`src/rtl/ex_muldiv_unit_pkg.sv`:
```
// Shared RV32M encodings for the EX-stage multiply/divide unit.
package ex_muldiv_unit_pkg;

  localparam logic [6:0] FUNCT7_MULDIV = 7'b0000001;

  localparam logic [2:0] FUNCT3_MUL    = 3'b000;
  localparam logic [2:0] FUNCT3_MULH   = 3'b001;
  localparam logic [2:0] FUNCT3_MULHSU = 3'b010;
  localparam logic [2:0] FUNCT3_MULHU  = 3'b011;
  localparam logic [2:0] FUNCT3_DIV    = 3'b100;
  localparam logic [2:0] FUNCT3_DIVU   = 3'b101;
  localparam logic [2:0] FUNCT3_REM    = 3'b110;
  localparam logic [2:0] FUNCT3_REMU   = 3'b111;

  function automatic logic is_mul_op(input logic [2:0] f3);
    return ~f3[2];
  endfunction

endpackage

```
`src/rtl/ex_div_core.sv`:
```
// Restoring unsigned divider datapath: one quotient bit per step_i, magnitudes only.
module ex_div_core #(
  parameter int unsigned XLEN = 32
) (
  input  logic            clk_i,
  input  logic            rst_ni,
  input  logic            init_i,
  input  logic            step_i,
  input  logic [XLEN-1:0] dividend_i,
  input  logic [XLEN-1:0] divisor_i,
  output logic [XLEN-1:0] quo_next_o,
  output logic [XLEN-1:0] rem_next_o
);

  logic [XLEN-1:0] rem_q, rem_d, quo_q, quo_d, div_q, div_d;
  logic [XLEN:0]   shifted, diff;

  // diff[XLEN] is the borrow: set means the trial subtraction must be undone
  assign shifted    = {rem_q, quo_q[XLEN-1]};
  assign diff       = shifted - {1'b0, div_q};
  assign quo_next_o = {quo_q[XLEN-2:0], ~diff[XLEN]};
  assign rem_next_o = diff[XLEN] ? shifted[XLEN-1:0] : diff[XLEN-1:0];

  always_comb begin
    rem_d = rem_q;
    quo_d = quo_q;
    div_d = div_q;
    if (init_i) begin
      rem_d = '0;
      quo_d = dividend_i;
      div_d = divisor_i;
    end else if (step_i) begin
      rem_d = rem_next_o;
      quo_d = quo_next_o;
    end
  end

  always_ff @(posedge clk_i or negedge rst_ni) begin
    if (!rst_ni) begin
      rem_q <= '0;
      quo_q <= '0;
      div_q <= '0;
    end else begin
      rem_q <= rem_d;
      quo_q <= quo_d;
      div_q <= div_d;
    end
  end

endmodule

```
`src/rtl/ex_muldiv_unit.sv`:
```
// RV32M multiply/divide unit for the EX stage; stalls the pipe via busy while iterating.
// Define MULDIV_FAST_MUL_EN for a single-cycle registered 33x33 multiply instead of shift-add.
module ex_muldiv_unit
  import ex_muldiv_unit_pkg::*;
#(
  parameter int unsigned XLEN = 32
) (
  input  logic            clock,
  input  logic            reset,
  input  logic            start,
  input  logic [2:0]      funct3,
  input  logic [XLEN-1:0] op_a,
  input  logic [XLEN-1:0] op_b,
  input  logic            ex_stall,
  input  logic            flush,
  output logic            busy,
  output logic            done,
  output logic [XLEN-1:0] result
);

  localparam int unsigned     CntW    = $clog2(XLEN);
  localparam logic [CntW-1:0] CntLast = CntW'(XLEN - 1);

  localparam logic [1:0] IDLE = 2'd0;
`ifndef MULDIV_FAST_MUL_EN
  localparam logic [1:0] MUL  = 2'd1;
`endif
  localparam logic [1:0] DIV  = 2'd2;
  localparam logic [1:0] FIN  = 2'd3;

  logic [1:0]      state_q, state_d;
  logic [CntW-1:0] cnt_q, cnt_d;
  logic [XLEN-1:0] result_q, result_d;
  logic [2:0]      op_q, op_d;
  logic            neg_q, neg_d;

  logic            is_mul, is_rem, sa, sb, div_special;
  logic [XLEN-1:0] abs_a, abs_b, special_res;

  assign is_mul = is_mul_op(funct3);
  assign is_rem = funct3[1];
  assign sa     = op_a[XLEN-1] & (is_mul ? (funct3 != FUNCT3_MULHU) : ~funct3[0]);
  assign sb     = op_b[XLEN-1] & (is_mul ? ~funct3[1] : ~funct3[0]);
  assign abs_a  = sa ? -op_a : op_a;
  assign abs_b  = sb ? -op_b : op_b;

  // Divide-by-zero and signed MIN/-1 bypass the iterative divider
  assign div_special = (op_b == '0) ||
                       (~funct3[0] && op_a == {1'b1, {(XLEN-1){1'b0}}} && op_b == '1);
  assign special_res = (op_b == '0) ? (is_rem ? op_a : '1) : (is_rem ? '0 : op_a);

  logic            div_init, div_step;
  logic [XLEN-1:0] div_quo, div_rem, quo_fix, rem_fix, div_res;

  ex_div_core #(
    .XLEN(XLEN)
  ) u_div_core (
    .clk_i     (clock),
    .rst_ni    (reset),
    .init_i    (div_init),
    .step_i    (div_step),
    .dividend_i(abs_a),
    .divisor_i (abs_b),
    .quo_next_o(div_quo),
    .rem_next_o(div_rem)
  );

  assign quo_fix = neg_q ? -div_quo : div_quo;
  assign rem_fix = neg_q ? -div_rem : div_rem;
  assign div_res = op_q[1] ? rem_fix : quo_fix;

`ifdef MULDIV_FAST_MUL_EN
  logic signed [XLEN:0]     fast_a, fast_b;
  logic signed [2*XLEN+1:0] fast_full;
  logic [XLEN-1:0]          fast_res;

  assign fast_a    = {sa, op_a};
  assign fast_b    = {sb, op_b};
  assign fast_full = fast_a * fast_b;
  assign fast_res  = (funct3 == FUNCT3_MUL) ? fast_full[XLEN-1:0] : fast_full[2*XLEN-1:XLEN];
`else
  logic [XLEN-1:0]   mcand_q, mcand_d;
  logic [2*XLEN-1:0] prod_q, prod_d, prod_step, prod_fix;
  logic [XLEN:0]     prod_sum;
  logic [XLEN-1:0]   mul_res;

  // Multiplier sits in the low half and shifts out as the product shifts in
  assign prod_sum  = {1'b0, prod_q[2*XLEN-1:XLEN]} + (prod_q[0] ? {1'b0, mcand_q} : '0);
  assign prod_step = {prod_sum, prod_q[XLEN-1:1]};
  assign prod_fix  = neg_q ? -prod_step : prod_step;
  assign mul_res   = (op_q == FUNCT3_MUL) ? prod_fix[XLEN-1:0] : prod_fix[2*XLEN-1:XLEN];
`endif

  always_comb begin
    state_d  = state_q;
    cnt_d    = cnt_q;
    result_d = result_q;
    op_d     = op_q;
    neg_d    = neg_q;
    div_init = 1'b0;
    div_step = 1'b0;
`ifndef MULDIV_FAST_MUL_EN
    mcand_d  = mcand_q;
    prod_d   = prod_q;
`endif
    if (flush) begin
      state_d = IDLE;
      cnt_d   = '0;
    end else begin
      case (state_q)
        IDLE: begin
          if (start) begin
            op_d  = funct3;
            neg_d = (is_mul || !is_rem) ? (sa ^ sb) : sa;
            if (is_mul) begin
`ifdef MULDIV_FAST_MUL_EN
              result_d = fast_res;
              state_d  = FIN;
`else
              mcand_d  = abs_a;
              prod_d   = {{XLEN{1'b0}}, abs_b};
              state_d  = MUL;
`endif
            end else if (div_special) begin
              result_d = special_res;
              state_d  = FIN;
            end else begin
              div_init = 1'b1;
              state_d  = DIV;
            end
          end
        end
`ifndef MULDIV_FAST_MUL_EN
        MUL: begin
          prod_d = prod_step;
          cnt_d  = cnt_q + 1'b1;
          if (cnt_q == CntLast) begin
            result_d = mul_res;
            state_d  = FIN;
          end
        end
`endif
        DIV: begin
          div_step = 1'b1;
          cnt_d    = cnt_q + 1'b1;
          if (cnt_q == CntLast) begin
            result_d = div_res;
            state_d  = FIN;
          end
        end
        FIN: begin
          if (!ex_stall) state_d = IDLE;
        end
        default: state_d = IDLE;
      endcase
    end
  end

  always_ff @(posedge clock or negedge reset) begin
    if (!reset) begin
      state_q  <= IDLE;
      cnt_q    <= '0;
      result_q <= '0;
      op_q     <= '0;
      neg_q    <= 1'b0;
`ifndef MULDIV_FAST_MUL_EN
      mcand_q  <= '0;
      prod_q   <= '0;
`endif
    end else begin
      state_q  <= state_d;
      cnt_q    <= cnt_d;
      result_q <= result_d;
      op_q     <= op_d;
      neg_q    <= neg_d;
`ifndef MULDIV_FAST_MUL_EN
      mcand_q  <= mcand_d;
      prod_q   <= prod_d;
`endif
    end
  end

  assign busy   = (state_q == DIV) || (state_q == 2'd1);
  assign done   = (state_q == FIN);
  assign result = result_q;

endmodule

```
`config.mk`:
```
export PLATFORM = sky130hd
export DESIGN_NAME = ex_muldiv_unit
export DESIGN_NICKNAME = d
export VERILOG_FILES = /design/src/rtl/ex_muldiv_unit_pkg.sv /design/src/rtl/ex_div_core.sv /design/src/rtl/ex_muldiv_unit.sv
export SDC_FILE = /design/constraint.sdc
export NUM_CORES = 1
export LEC_CHECK = 0
export BUFFER_PORTS_ARGS = -buffer_cell sky130_fd_sc_hd__buf_2
export CORE_MARGIN = 3
export CORE_UTILIZATION = 30
export CTS_BUF_LIST = sky130_fd_sc_hd__clkbuf_8
export CTS_CLUSTER_DIAMETER = 120
export DETAILED_ROUTE_END_ITERATION = 8
export PLACE_DENSITY = 0.41
export SLEW_MARGIN = 20
export SYNTH_ARGS = -nofsm -noshare
export SYNTH_HDL_FRONTEND = slang
export SYNTH_SLANG_ARGS = --single-unit
```
`constraint.sdc`:
```
create_clock -name clock -period 13.75 [get_ports clock]
set_input_delay 2.75 -clock clock [delete_from_list [all_inputs] [get_ports clock]]
set_output_delay 2.75 -clock clock [all_outputs]
set_load 0.02 [all_outputs]
```
Word-level counts from Yosys, hierarchy flattened
Cells that the tools add are included.

Output and inout bits: 34. Register bits: 235. Word-level logic and storage cells: 105. Bits of input ports: 72.

Reductions and logical operators: 19. Equality and inequality tests: 16. Bitwise operators: 8. Add/subtract/negate cells: 8. Multiplexer cells: 44.

Operators with widths (number): 2-to-1 mux 32 bit (20); 2-to-1 mux 64 bit (3); negator 32 bit (4); case mux 64 bit (2 select lines) (1); case mux 32 bit (3 select lines) (1); equality test 32 bit, second input constant (2); negator 64 bit (1); adder 32 x 32 -> 33 bit (1); subtractor 33 x 32 -> 33 bit (1); zero test 32 bit (1); inequality test 2 bit, second input constant (6); 2-to-1 mux 1 bit (11); 2-to-1 mux 2 bit (5); 2-to-1 mux 5 bit (2); AND reduction 4 bit (2); AND reduction 7 bit (1); inequality test 3 bit, second input constant (2); case mux 2 bit (3 select lines) (1); AND reduction 3 bit (2); nonzero test 2 bit (3); adder 5 x 1 -> 5 bit, second input constant (1); equality test 5 bit, second input constant (1); NOT 1 bit (5); equality test 2 bit, second input constant (2); 12 further kinds (16).

Logic depth before layout (Yosys ltp)
Word-level depth: 10. Mapped depth: 22. Mapped depth without buffers: 21.

By module
Synthesis repeated with hierarchy kept, for this count alone.

Cells, all modules: 2545. Area, all modules: 20722.4 um^2.

Modules (own cells, without submodules): ex_muldiv_unit (cells an instance 1758, area an instance 13950.9 um^2, instances 1, sequential area each 3478.3 um^2); ex_div_core (cells an instance 787, area an instance 6771.5 um^2, instances 1, sequential area each 2402.3 um^2).

Worst setup path after synthesis
No wires, ideal clock.

Path type: input to register. Start point: input port op_b[10]. End point: register result_q[9] (netlist: result[9]). Cell stages on the path: 11. Buffers on the path: 2. Setup slack: 8169 ps. Arrival: 5458 ps. Data required time: 13627 ps. Library setup time: 123 ps. Path through: or4_1 > nor4_1 > nand4_1 > o41ai_1 > nand3_1 > a21o_1 > clkbuf_1 > nor2_1 > clkbuf_1 > o211ai_1 > o221a_2.

Longest elaborated chain between the ends: 6. Elaborated cells between the ends (all ways): 11. Classes of those cells: 2 x eq/ne; 5 x mux; 4 x reduce/logical.

Ends and longest elaborated chain: start, declared (line ex_muldiv_unit.sv:13) `input logic [XLEN-1:0] op_b,`; zero test 32 bit (line ex_muldiv_unit.sv:48, ex_muldiv_unit.sv:50); 2-to-1 mux 32 bit (line ex_muldiv_unit.sv:50) `assign special_res = (op_b == '0) ? (is_rem ? op_a : '1) : (is_rem ? '0 : op_a);`; 2-to-1 mux 32 bit (line ex_muldiv_unit.sv:124) `end else if (div_special) begin`; 2-to-1 mux 32 bit (line ex_muldiv_unit.sv:115) `if (is_mul) begin`; 2-to-1 mux 32 bit (line ex_muldiv_unit.sv:112) `if (start) begin`; case mux 32 bit (3 select lines) (line ex_muldiv_unit.sv:110) `case (state_q)`; end signal, assigned (line ex_muldiv_unit.sv:173) `result_q <= result_d;`; end, declared (line ex_muldiv_unit.sv:33) `logic [XLEN-1:0] result_q, result_d;`.

Several ways; a longest one is shown, not always the timed one. The select of a mux whose other input is x is not followed. A chain may end at the register's enable or synchronous reset.

Worst setup path in the final report
Start point: input port op_b[10]. End point: register result_q[11] (netlist: result[11]).

Same word-level chain as after synthesis.

==> summary.md <==
| Metric | Value |
|---|---|
| Design Area, Final | around 24000 um^2 |
| Critical Path RT | 14.32 ns |
| Gpl congestion | ~0.94 |
| Core Util, Final | about a third |
| VDD IR max | 0.200 mV |
| Clock Skews | about 0.06 ns |
| Post-DP HPWL | 78500 um |
| Netlist cell types | roughly 100 |
| Syn_nets | just under 3k |
| Synthesis Warnings | 0 |
| FFs w/ async S/R, synth | 100% |
| H-tree level count | 2 |
| Tightest Pin Transition | 1.02 ns |
| Syn Inst Count | ~2.8k |
| Via count | roughly 23k |
| CP Max Fanout | 15 |
| Crit start category | input pin |
| Layout Cells excl Fill | roughly 3.8k |
| Drt total wl | 101000 um |
| CTS resizes | 0 |
| Area Growth Syn to Fin | 11.1% |
| Commonest non-fill, non-tap cells in the layout | nand2_1, nor2_1, a21oi_1, o21ai_0, dfrtp_1 |
| Worst skew pair latency | just under 0.7 ns |
| Leakage | around 9.6 nW |
| Yosys reg bits | 235 |
| Post-route ant nets | 0 |
| Max Freq | around 0.15 GHz |
| Starting Density | a little under a third |
| Place WS | between 6 and 7 ns |
| Max-cap violations | 0 |
| Gr ovfl total | 0 |
| All-Layer GR Usage | between 20% and 30% |
| PwrDens | a little under 300 nW/um^2 |
| CTS Sinks | 235 |
| Syn Area/Cell | between 7 and 8 um^2 |
| Unrepaired setup endpoints after global routing | false |
| Mapped Area | roughly 21000 um^2 |
| CP endpoint kind | register |
| Vias per cell | 5.90 |
| Setup CP Type | input pin to register |
| Most common cell after layout, fill and taps aside | nand2_1 |
| Die Width | 273 um |
| Worst-path clk slew | roughly 0.070 ns |
| DRC viols | 0 |
| Layout cells sized above 1 | 10.3% |
| Detailed-route wire length per cell | about 27 um |
| Initial antenna violation count | 6 |
| Fin Setup TNS | 0 ns |
| Filler instances | between 7k and 8k |
| PortBufs | between 100 and 150 |
| Max Slew Vio Count | 0 |
| Post-synth EDFFs | 0 |
| I/O pin count | ~110 |
| Die H | roughly 270 um |
| Flip-flop and latch area | slightly below 6000 um^2 |
| Worst EP arrival | approximately 7 ns |
| # placed instances | between 3k and 4k |
| DP Area | between 20000 and 25000 um^2 |
| Iter 0 DRT Violations | 2055 |
| Setup Fix Bufs, Post-CTS | 0 |
| Slew Limit Headroom | a little under a third |
| Outcome | finished, final reports clean |
| Minimum clock period | 6.48 ns |
| Root Driver | clkbuf_8 |
| Largest net degree at the start of global routing | between 90 and 100 |
| Post-CTS Hold Buffers | 0 |
| Reg2Reg Setup Slack | 7.35 ns |
| # rows | 97 |
| Endpoints failing hold | 0 |
| Sequential area share after synthesis | 27.5% |
| Max Root-Sink Buffers | 3 |
| HP Class | register to register |
| Period utilization | 47.1% |
| Core Area | around 70000 um^2 |
| Vias in the first global route | approximately 21k |
| Final setup violation count | 0 |
| Worst setup margin | 7.27 ns |
| Prevailing post-synth register cell | dfrtp_1 |
| Area of the multi-input gates | around 14000 um^2 |
| DIE AREA | between 70000 and 80000 um^2 |
| TritonCTS Buffers | 51 |
| TritonCTS clock tree | built |
| DRT Pass-1 Iters | 5 |
| First-pass GRT wire length | 148000 um |
| Final layout net count | slightly below 3k |
==> state kept, by name, summed over array words and instances (netlist names) <==
| name | flops |
|---|---|
| state_q | 2 |
| cnt_q | 5 |
| op_q | 3 |
| prod_q | 64 |
| neg_q | 1 |
| u_div_core.rem_q | 32 |
| result | 32 |
| u_div_core.quo_q | 32 |
| mcand_q | 32 |
| u_div_core.div_q | 32 |
==> metrics by stage <==
stage	hold WS, ns	power, mW
2_1_floorplan	0.450	4.36
3_3_place_gp	0.466	5.91
3_5_place_dp	0.471	5.95
4_1_cts	0.485	6.86
5_1_grt	0.494	7.39
6_report	0.476	6.88
==> logic make-up (layout without fill, tap and decap cells) <==
group	count (synthesis)	after routing	synth area share, %
flops	235	235	27.5
xor+xnor	145	145	5.93
compound gates	927	927	28.2
simple gates	1088	1088	24.7
fa+ha+maj	101	101	5.71
mux	60	60	2.96
other cells	0	3	0
buf+inv	278	319	5.05
==> worst max-delay path, cell delays in order <==
cell and delay (ns):
buf_2 0.13, or4_1 0.61, nor4_1 0.49, nand4_1 0.65, o41ai_1 0.31, nand3_1 0.23
a21o_1 0.40, nor2_1 0.84, o21ai_0 0.27, a221oi_1 0.27, nor3_1 0.07
==> routing by layer <==
metal | vias up | track usage (%) | wire length [um]
li1 | 10400 | - | -
met1 | 11200 | 36.6 | 45900
met5 | - | 0 | 0
met2 | 733 | 43.3 | 46900
met3 | 139 | 3.80 | 5990
met4 | 0 | 7.05 | 2650
==> cells in the mapped netlist (13+ instances only) <==
cell type	n	area [um^2]
maj3_1	23	230
a31oi_1	30	188
dfrtp_1	235	5880
nand3_1	61	305
and2_1	56	350
mux2_2	17	191
o41ai_1	15	131
nor4_1	31	194
or4_1	27	203
nand4_1	33	206
a211oi_1	52	390
nand2_1	324	1220
or3_1	49	307
ha_1	76	951
o21ai_0	242	1210
o21a_1	21	158
mux2i_1	42	420
o211ai_1	33	248
a21o_1	35	263
a21oi_1	255	1280
nand2b_1	20	125
inv_1	81	304
nor3_1	81	405
o2111ai_1	20	175
o311ai_0	14	123
or2_2	19	119
o31a_1	13	114
xor2_1	59	517
nor2_1	274	1030
a22o_1	13	114
o31ai_1	43	323
and3_1	59	369
nor2b_1	15	93.8
xnor2_1	86	753
clkbuf_1	174	653
==> path summary, 6_finish.rpt <==
kind,startpoint,endpoint,cells past startpoint
setup / recovery,op_b[10],result[11],11
hold / removal,u_div_core.div_q[16],u_div_core.div_q[16],2
setup reg to reg,u_div_core.rem_q[18],result[30],19
hold reg to reg,u_div_core.div_q[16],u_div_core.div_q[16],2
max in group asynchronous,reset,neg_q,3
min in group asynchronous,reset,u_div_core.div_q[19],1
==> area by class of cell <==
cell class                 count  share of cell area [%]
tap                          940                    4.94
clock inverter                28                   0.805
inverter                      83                    1.31
sequential                   235                    24.7
timing repair buffer         141                    3.40
multi-input combinational   2321                    60.9
antenna                        3                  0.0316
clock buffer                  67                    3.88
==> where the power goes <==
group / internal [mW] / switching (mW) / total [mW]
registers: 0.986 / 0.464 / 1.45
logic: 1.51 / 3.06 / 4.57
clock network: 0.476 / 0.391 / 0.867
Note: power is estimated with default switching activity, not from simulation.
